[src/rtl/riscv_alu.sv]
// Registered 32-bit RV32I execute-stage ALU with one cycle of latency.
// Optional carry/overflow outputs are enabled with the ALU_OVERFLOW_FLAG_EN macro.
module riscv_alu (
  input  logic        clk,
  input  logic        rst,
  input  logic [2:0]  op,
  input  logic [31:0] a,
  input  logic [31:0] b,
  input  logic        b_negate,
  input  logic        b_add_one,
  input  logic        sign,
`ifdef ALU_OVERFLOW_FLAG_EN
  output logic        carry_flag,
  output logic        overflow_flag,
`endif
  output logic [31:0] out,
  output logic        zero_flag
);

  localparam logic [2:0] OP_ADD  = 3'b000;
  localparam logic [2:0] OP_SLL  = 3'b001;
  localparam logic [2:0] OP_SLT  = 3'b010;
  localparam logic [2:0] OP_SLTU = 3'b011;
  localparam logic [2:0] OP_XOR  = 3'b100;
  localparam logic [2:0] OP_SR   = 3'b101;
  localparam logic [2:0] OP_OR   = 3'b110;
  localparam logic [2:0] OP_AND  = 3'b111;

  logic [31:0] b_eff;
  logic        carry_in;
  logic [31:0] sum;
  logic [4:0]  shamt;
  logic [31:0] result;
`ifdef ALU_OVERFLOW_FLAG_EN
  logic        carry_out;
  logic        carry_next;
  logic        overflow_next;
`endif

  assign shamt = b[4:0];

  // Modifiers only apply to the adder path; every other op sees raw b.
  always_comb begin
    b_eff    = b;
    carry_in = 1'b0;
    if (op == OP_ADD) begin
      if (b_negate) b_eff = ~b;
      carry_in = b_add_one;
    end
  end

`ifdef ALU_OVERFLOW_FLAG_EN
  assign {carry_out, sum} = {1'b0, a} + {1'b0, b_eff} + {32'd0, carry_in};
`else
  assign sum = a + b_eff + {31'd0, carry_in};
`endif

  always_comb begin
    result = 32'd0;
    case (op)
      OP_ADD:  result = sum;
      OP_SLL:  result = a << shamt;
      OP_SLT:  result = ($signed(a) < $signed(b)) ? 32'd1 : 32'd0;
      OP_SLTU: result = (a < b) ? 32'd1 : 32'd0;
      OP_XOR:  result = a ^ b;
      OP_SR:   result = sign ? $unsigned($signed(a) >>> shamt) : (a >> shamt);
      OP_OR:   result = a | b;
      OP_AND:  result = a & b;
      default: result = 32'd0;
    endcase
  end

`ifdef ALU_OVERFLOW_FLAG_EN
  always_comb begin
    carry_next    = 1'b0;
    overflow_next = 1'b0;
    if (op == OP_ADD) begin
      carry_next    = carry_out;
      overflow_next = (a[31] == b_eff[31]) && (sum[31] != a[31]);
    end
  end
`endif

  always_ff @(posedge clk or posedge rst) begin
    if (rst) begin
      out       <= 32'd0;
      zero_flag <= 1'b1;
`ifdef ALU_OVERFLOW_FLAG_EN
      carry_flag    <= 1'b0;
      overflow_flag <= 1'b0;
`endif
    end else begin
      out       <= result;
      zero_flag <= (result == 32'd0);
`ifdef ALU_OVERFLOW_FLAG_EN
      carry_flag    <= carry_next;
      overflow_flag <= overflow_next;
`endif
    end
  end

endmodule

[config.mk]
export PLATFORM = sky130hd
export DESIGN_NAME = riscv_alu
export DESIGN_NICKNAME = d
export VERILOG_FILES = /design/src/rtl/riscv_alu.sv
export SDC_FILE = /design/constraint.sdc
export NUM_CORES = 1
export LEC_CHECK = 0
export CELL_PAD_IN_SITES_DETAIL_PLACEMENT = 1
export CELL_PAD_IN_SITES_GLOBAL_PLACEMENT = 1
export CORE_MARGIN = 3
export CORE_UTILIZATION = 45
export CTS_BUF_LIST = sky130_fd_sc_hd__clkbuf_4 sky130_fd_sc_hd__clkbuf_8 sky130_fd_sc_hd__clkbuf_16
export DETAILED_ROUTE_END_ITERATION = 8
export GPL_TIMING_DRIVEN = 0
export PLACE_DENSITY_LB_ADDON = 0.2
export SLEW_MARGIN = 20
export SYNTH_ARGS = -nofsm -noshare
export SYNTH_HDL_FRONTEND = slang
export SYNTH_SLANG_ARGS = --single-unit
[constraint.sdc]
create_clock -name clk -period 0.9 [get_ports clk]
set_clock_uncertainty 0.05 [all_clocks]
set_input_delay 0.09 -clock clk [delete_from_list [all_inputs] [get_ports clk]]
set_output_delay 0.09 -clock clk [all_outputs]
set_load 0.01 [all_outputs]
==> qor.csv, run 1 <==
metric,value,unit
placedInstanceArea,11900,um^2
synth_area,10300,um^2
initial_core_util,46.4,%
die_h,157,um
syn_inst,1338,
place_hpwl,50.1,mm
rows,54,
syn_area_per_cell,7.69,um^2
synth_top_area_share,15.4,%
place_ws,-5.49,ns
grt-ovfl-total,36,
yosys_register_bits,33,
root_buffer,clkbuf_16,
grt_max_degree,34,
htreeDepth,2,
haltStage,global routing,
status,stopped before the end,
synth_cell_type_count,84,
numClockSinks,33,
synth_area_leaders,"ha_1, mux4_2, dfrtp_1, mux2i_1, nand2_1",
grt_usage,68.2,%
yosysWarnings,0,
synth_ff_type,dfrtp_1,
synth_fp_nets,1539,
worst-ep-kind,register input,
ys_async_sr_fraction,100,%
place.gp.congestion,1.14,
io_pins,105,
ys_seq_area_share,8.04,%
io_buffers,102,
firstError,[ERROR GRT-0232] Routing congestion too high. Check the congestion heatmap in the GUI.,
synth-edff-count,0,
worstEndpointGrtRepair,zero_flag$_DFF_PP1_/D,
cts_made_buffers,5,
cts_buffer_depth,2,
yosys.area.top_type,ha_1,
die_w,157,um
-- logic make-up after synthesis --
| kind of cell | count (synthesis) | synth area share (%) |
|---|---|---|
| buffers and inverters | 207 | 8.18 |
| flip-flops | 33 | 8.04 |
| adder cells (fa/ha/maj) | 129 | 15.8 |
| AO/OA/AOI/OAI | 392 | 25.7 |
| XOR/XNOR | 44 | 3.75 |
| AND/OR/NAND/NOR | 387 | 18.2 |
| multiplexers | 146 | 20.2 |
-- metal layers --
metal | global-route usage (%) | GRT overflow
met1 | 69.9 | 0
met2 | 84.6 | 14
met3 | 53.3 | 0
met4 | 61.7 | 22
met5 | 27.2 | 0
-- timing repair --
item | CTS
hold buffers | 0
pin swaps | 40
resized for setup | 394
gates cloned | 1
buffers inserted | 45
setup endpoints to repair | 99
-- cells in the mapped netlist (8+ instances only) --
library cell / number
o21ai_0: 75
nand2_1: 127
o21bai_1: 9
o31ai_1: 13
a22oi_1: 20
inv_1: 103
a22o_1: 14
mux2i_1: 78
nand3_1: 29
mux2_2: 22
nand4_1: 14
a21oi_1: 86
o21a_1: 10
and3_1: 10
clkbuf_1: 63
xnor2_1: 40
o221ai_1: 8
nor4_1: 11
nor2b_1: 15
buf_2: 19
a211oi_1: 8
a21o_1: 12
nor3_1: 31
a31oi_1: 16
nand2b_1: 20
ha_1: 127
and2_1: 9
or4_1: 8
nor2_1: 84
o211ai_1: 31
buf_1: 13
mux4_2: 41
dfrtp_1: 32
o22ai_1: 15
-- stage by stage --
stage | util (%) | hold WS, ns | instances | TNS, ns
after CTS | 58.5 | 0.247 | 1770 | -80.64
after global placement | 53.6 | 0.653 | 1720 | -151.06
after detailed placement | 53.7 | 0.735 | 1721 | -159.11
after floorplan | - | 0.168 | 1338 | -79.76
==> run 2: changes to the inputs <==
==> config.mk (replaced) <==
export PLATFORM = sky130hd
export DESIGN_NAME = riscv_alu
export DESIGN_NICKNAME = d
export VERILOG_FILES = /design/src/rtl/riscv_alu.sv
export SDC_FILE = /design/constraint.sdc
export NUM_CORES = 1
export LEC_CHECK = 0
export CORE_MARGIN = 3
export CORE_UTILIZATION = 40
export DETAILED_ROUTE_END_ITERATION = 8
export GPL_TIMING_DRIVEN = 0
export PLACE_DENSITY_LB_ADDON = 0.15
export SLEW_MARGIN = 20
export SYNTH_ARGS = -nofsm -noshare
export SYNTH_HDL_FRONTEND = slang
export SYNTH_SLANG_ARGS = --single-unit
==> qor.csv, run 2 <==
metric,value,unit,change
status,finished with violations,,was stopped before the end
violations,setup timing,,
reg.largest.list,"out x32, zero_flag x1",,
drv_slew,0,,
layout_common_cells,"nand2_1, ha_1, inv_1, nor2_1, mux2i_1",,
synth_fa_ha_area_share,15.8,%,unchanged
synth_xor_area_share,3.75,%,unchanged
ir_drop,0.00120,V,
rows,58,,was 54
initial_core_util,40.7,%,was 46.4%
synth-edff-count,0,,unchanged
htreeDepth,2,,unchanged
core,25300,um^2,
combPwrFrac,71.3,%,
synth_compound_area_share,25.7,%,unchanged
yosys.area_share.simple,18.2,%,unchanged
syn2layout_area_growth,30.9,%,
path_cells,clkbuf_16 > clkbuf_16 > nor3_4 > clkbuf_8 > clkbuf_16 > and2_4 > clkbuf_16 > buf_6 > xnor2_2 > ha_1 > a21o_1 > a21oi_4 > a2111o_1 > a311o_2 > nor2_4 > nor4_2 > or4b_1 > or4_1 > or4_4 > nor3_2,,
regMostFlops,out,,
maxClockFrequency,0.213,GHz,
synth_top_family_by_area,compound AO/OA/AOI/OAI gates,,unchanged
place_hpwl,47.8,mm,was 50.1 mm
syn_area_per_cell,7.69,um^2,unchanged
hold_viol,0,,
numClockSinks,33,,unchanged
crit_fanout,5,,
hold_buffers,0,,unchanged
cap_violations,0,,
slew_headroom,28.6,%,
period_minus_slack,4.69,ns,
synth_cell_type_count,84,,unchanged
powerDensity,958,nW/um^2,
slowest_delay,0.52,ns,
place_ws,-5.56,ns,was -5.49 ns
routedWlPerCell,34.4,um,
whs,0.178,ns,
grt_usage,42.9,%,
pwr-share-seq,13.6,%,
hold_path.class,in -> async,,
endpoint_kind,flip-flop,,
die_h,166,um,was 157 um
ys_seq_area_share,8.04,%,unchanged
largest_register_ffs,32,,
cp-start-kind,input port,,
io_buffers,102,,unchanged
vias,12900,,
cpMostUsedCell,clkbuf_16,,
worst_slack,-3.79,ns,
synth_top_area_share,15.4,%,unchanged
worst-setup-path-type,in -> reg,,
yosys_register_bits,33,,unchanged
internal-power,6550,uW,
worstMarginPinSlew,1.07,ns,
antenna-diode-count,0,,
p_leak,0.00591,uW,
io_pins,105,,unchanged
drive_gt1_share,25.8,%,
place.gp.congestion,1.12,,was 1.14
cp_slowest_cell,or4b_1,,
grt_max_degree,34,,
synth.mux.area_fraction,20.2,%,unchanged
path_clk_slew,0.05,ns,
cp.required,1.05,ns,
dieArea,27700,um^2,
synth_fp_nets,1539,,unchanged
cts_made_buffers,5,,unchanged
instances_no_fill,1828,,
fillers,2456,,
p_switching,6360,uW,
ys_async_sr_fraction,100,%,unchanged
synth_area_leaders,"ha_1, mux4_2, dfrtp_1, mux2i_1, nand2_1",,unchanged
routed_wl,62.9,mm,
die_w,166,um,was 157 um
yosysWarnings,0,,unchanged
syn_inst,1338,,unchanged
crit_arrival,4.84,ns,
nets,1698,,
grt-ovfl-total,0,,
root_buffer,clkbuf_16,,unchanged
grt_pass1_wl,87.8,mm,
drtIter0Drc,1895,,
yosys.area.top_type,ha_1,,unchanged
antenna_found_initial,4,,
synth_area,10300,um^2,unchanged
cts_tree,built,,
layout_commonest_cell,nand2_1,,
rsz0062_at_grt,true,,
fin_crit_sh,521,%,
finalSetupViolCount,50,,
drc,0,,
cts_buffer_depth,2,,unchanged
grt_pass1_vias,12228,,
yosys-top-cells-count,"ha_1, nand2_1, inv_1",,unchanged
drtAntennaViolNets,0,,
swShare,49.3,%,
synth_ff_type,dfrtp_1,,unchanged
dp.cells,1771,,was 1721
clkPwrFrac,15.1,%,
drt-pass1-iter-count,6,,
via_per_inst,7.06,,
## run 2: cell counts after synthesis
No cell type changed its count.
## run 2: kinds of logic after synthesis
| group | count (synthesis) |
|---|---|
| adders and majority gates | 129 |
| AOI/OAI and AO/OA | 392 |
| muxes | 146 |
| buffers and inverters | 207 |
| and+or+nand+nor | 387 |
| xor gates and xnor gates | 44 |
| DFF | 33 |
## run 2: worst max-delay path by stage
stage                           end  startpoint  depth (start not counted)
after floorplan           zero_flag       op[0]                         20
after global placement    zero_flag        b[0]                         20
after detailed placement  zero_flag        b[0]                         20
after CTS                 zero_flag       op[2]                         19
after global routing      zero_flag       op[0]                         20
final                     zero_flag       op[0]                         20
## run 2: power by group through the flow
stage	Combinational, uW	Clock [uW]	Sequential, uW
2_1_floorplan	4410	0	1870
3_3_place_gp	7770	0	1760
3_5_place_dp	7760	0	1770
4_1_cts	8370	1960	1750
5_1_grt	9490	2030	1770
6_report	9200	1950	1750
## run 2: critical path, delay by kind of cell
| family | cells | cell delay, ns |
|---|---|---|
| simple gates | 8 | 2.19 |
| compound gates | 4 | 1.25 |
| buf+inv | 6 | 0.86 |
| fa+ha+maj | 1 | 0.37 |
| xor+xnor | 1 | 0.06 |
## run 2: layout make-up
class | count | area [um^2] | area share [%]
plain buffers | 99 | 938 | 6.97
clock buffers | 7 | 143 | 1.06
clock inverters | 1 | 30.0 | 0.223
inverters | 105 | 403 | 2.99
multi-input cells | 1098 | 9390 | 69.7
flip-flops and latches | 33 | 827 | 6.14
well taps | 330 | 413 | 3.07
repair buffers | 155 | 1320 | 9.81
## run 2: repair_timing
item	in CTS	in global routing
setup endpoints to repair	66	66
hold endpoints to repair	0	0
pin swaps	36	30
buffers inserted	34	19
gates cloned	1	0
resized for setup	428	95
## run 2: per-stage QoR
stage	instance area (um^2)	total power, uW	setup TNS, ns	util [%]
after CTS	13100	12100	-79.01	51.8
after global routing	13500	13300	-86.18	53.3
after global placement	11900	9530	-158.20	47.3
after detailed placement	12000	9530	-141.76	47.3
after floorplan	10500	6280	-79.76	-
final	13500	12900	-84.19	53.3
## run 2: layer usage
layer  track usage [%]  share of wire (%)
met3              16.5                 15
met1              55.1                 37
met5              2.61               0.20
met2              62.2                 41
met4              22.0                7.4
Note: power is estimated with default switching activity, not from simulation.
==> run 3: changes to the inputs <==
--- a/config.mk
+++ b/config.mk
@@ -6,7 +6,7 @@
 export NUM_CORES = 1
 export LEC_CHECK = 0
 export CORE_MARGIN = 3
-export CORE_UTILIZATION = 40
+export CORE_UTILIZATION = 42
 export DETAILED_ROUTE_END_ITERATION = 8
 export GPL_TIMING_DRIVEN = 0
 export PLACE_DENSITY_LB_ADDON = 0.15
==> qor.csv, run 3 (synthesis results as in run 2) <==
metric,value,unit,change
endpoint_kind,flip-flop,,unchanged
p_leak,0.00600,uW,was 0.00591 uW
grt_max_degree,34,,unchanged
grt_pass1_vias,12383,,was 12228
worst_slack,-3.93,ns,was -3.79 ns
powerDensity,960,nW/um^2,was 958 nW/um^2
place_hpwl,47.8,mm,about the same
path_cells,buf_12 > clkbuf_16 > nor3_4 > clkbuf_8 > clkbuf_16 > and2_4 > buf_6 > buf_8 > xnor2_4 > ha_4 > a21o_1 > a21oi_4 > buf_6 > buf_6 > buf_6 > a21oi_4 > o21ai_1 > nand4_1 > a2111oi_1 > or4b_1 > nor4_2 > nand4_1 > nor3_2,,was clkbuf_16 > clkbuf_16 > nor3_4 > clkbuf_8 > clkbuf_16 > and2_4 > clkbuf_16 > buf_6 > xnor2_2 > ha_1 > a21o_1 > a21oi_4 > a2111o_1 > a311o_2 > nor2_4 > nor4_2 > or4b_1 > or4_1 > or4_4 > nor3_2
drt-pass1-iter-count,7,,was 6
layout_commonest_cell,nand2_1,,unchanged
grt_usage,46.2,%,was 42.9%
cts_tree,built,,unchanged
grt_pass1_wl,88.9,mm,was 87.8 mm
cpMostUsedCell,buf_6,,was clkbuf_16
ir_drop,0.00102,V,was 0.00120 V
finalSetupViolCount,51,,was 50
regMostFlops,out,,unchanged
largest_register_ffs,32,,unchanged
maxClockFrequency,0.207,GHz,was 0.213 GHz
status,finished with violations,,unchanged
grt-ovfl-total,0,,unchanged
rsz0062_at_grt,true,,unchanged
nets,1710,,was 1698
period_minus_slack,4.83,ns,was 4.69 ns
instances_no_fill,1830,,was 1828
syn2layout_area_growth,32.6,%,was 30.9%
finalPower,13100,uW,was 12900 uW
placedInstanceArea,11900,um^2,was 12000 um^2
fillers,2143,,was 2456
violations,setup timing,,unchanged
routed_wl,64.2,mm,was 62.9 mm
root_buffer,clkbuf_16,,unchanged
drtAntennaViolNets,0,,unchanged
routedWlPerCell,35.1,um,was 34.4 um
crit_fanout,8,,was 5
rows,56,,was 58
drv_slew,0,,unchanged
place.gp.congestion,1.12,,about the same
drtIter0Drc,2277,,was 1895
crit_arrival,4.98,ns,was 4.84 ns
antenna_found_initial,1,,was 4
path_buf_inv,9,,was 6
reg.largest.list,"out x32, zero_flag x1",,unchanged
cp_slowest_cell,a2111oi_1,,was or4b_1
io_pins,105,,unchanged
via_per_inst,7.29,,was 7.06
cp.required,1.04,ns,was 1.05 ns
cp-start-kind,input port,,unchanged
cts_buffer_depth,2,,unchanged
drive_gt1_share,26.7,%,was 25.8%
drc,0,,unchanged
fin_area,13600,um^2,was 13500 um^2
core,23800,um^2,was 25300 um^2
fin_crit_sh,537,%,was 521%
finish.utilization,57.4,%,was 53.3%
slew_headroom,27.6,%,was 28.6%
cts_made_buffers,5,,unchanged
dp.cells,1760,,was 1771
slowest_delay,0.77,ns,was 0.52 ns
hold_path.class,in -> async,,unchanged
initial_core_util,43.3,%,was 40.7%
die_w,163,um,was 166 um
critical-path-top-delay-family,simple AND/OR/NAND/NOR gates,,unchanged
dieArea,26400,um^2,was 27700 um^2
htreeDepth,2,,unchanged
numClockSinks,33,,unchanged
hold_viol,0,,unchanged
layout_common_cells,"nand2_1, ha_1, inv_1, nor2_1, mux2i_1",,unchanged
whs,0.235,ns,was 0.178 ns
die_h,163,um,was 166 um
worstMarginPinSlew,1.08,ns,was 1.07 ns
cap_violations,0,,unchanged
worst-setup-path-type,in -> reg,,unchanged
vias,13337,,was 12900
io_buffers,102,,unchanged
path_clk_slew,0.05,ns,about the same
## run 3: cell count changes in the layout (fill, tap and decap cells not counted), moves of 7 or more
cell,previous run,this run
buf_4,48,57
ha_1,122,115
clkbuf_8,16,9
buf_6,24,37
clkdlybuf4s15_2,8,1
## run 3: how the worst max path moves through the flow
stage	end	slack, ns	cells past startpoint	from
6_report	zero_flag	-3.93	23	op[0]
4_1_cts	zero_flag	-3.93	19	op[2]
5_1_grt	zero_flag	-3.97	23	op[0]
2_1_floorplan	zero_flag	-3.91	20	op[0]
3_5_place_dp	zero_flag	-5.59	20	b[0]
3_3_place_gp	zero_flag	-5.57	20	b[0]
## run 3: timing repair
| item | in CTS | in global routing |
|---|---|---|
| hold endpoints to repair | 0 | 0 |
| gates resized for setup | 378 | 149 |
| gates cloned | 1 | 0 |
| hold buffers | 0 | 0 |
| endpoints found under the setup margin | 99 | 66 |
| setup buffers | 35 | 30 |
| pin swaps | 32 | 38 |
## run 3: stage by stage
stage          setup slack, ns  setup TNS (ns)
3_5_place_dp             -5.59         -156.71
6_report                 -3.93          -86.88
2_1_floorplan            -3.91          -79.76
3_3_place_gp             -5.57         -156.05
4_1_cts                  -3.93          -78.64
5_1_grt                  -3.97          -87.95
## run 3: report_power, final
part / leakage [uW] / switching (uW) / internal (uW)
Clock: 0.0000696 / 578 / 1010
Sequential: 0.000416 / 74.1 / 1690
Combinational: 0.00551 / 6010 / 3730
## run 3: layout make-up
| cell class | count | area [um^2] | area share (%) |
|---|---|---|---|
| Timing Repair Buffer | 169 | 1450 | 10.6 |
| Buffer | 97 | 858 | 6.29 |
| Multi-Input combinational cell | 1098 | 9560 | 70.1 |
| Antenna cell | 1 | 2.50 | 0.0183 |
| Inverter | 105 | 403 | 2.95 |
| Sequential cell | 33 | 827 | 6.06 |
| Tap cell | 319 | 399 | 2.93 |
| Clock buffer | 5 | 125 | 0.917 |
| Clock inverter | 3 | 17.5 | 0.128 |
## run 3: layer usage
metal | track usage, % | part of all wire [%] | vias up
met5 | 0 | 0 | -
met4 | 24.4 | 8.8 | 0
met3 | 16.6 | 16 | 355
met2 | 66.3 | 39 | 1340
met1 | 60.6 | 36 | 6305
li1 | - | - | 5337
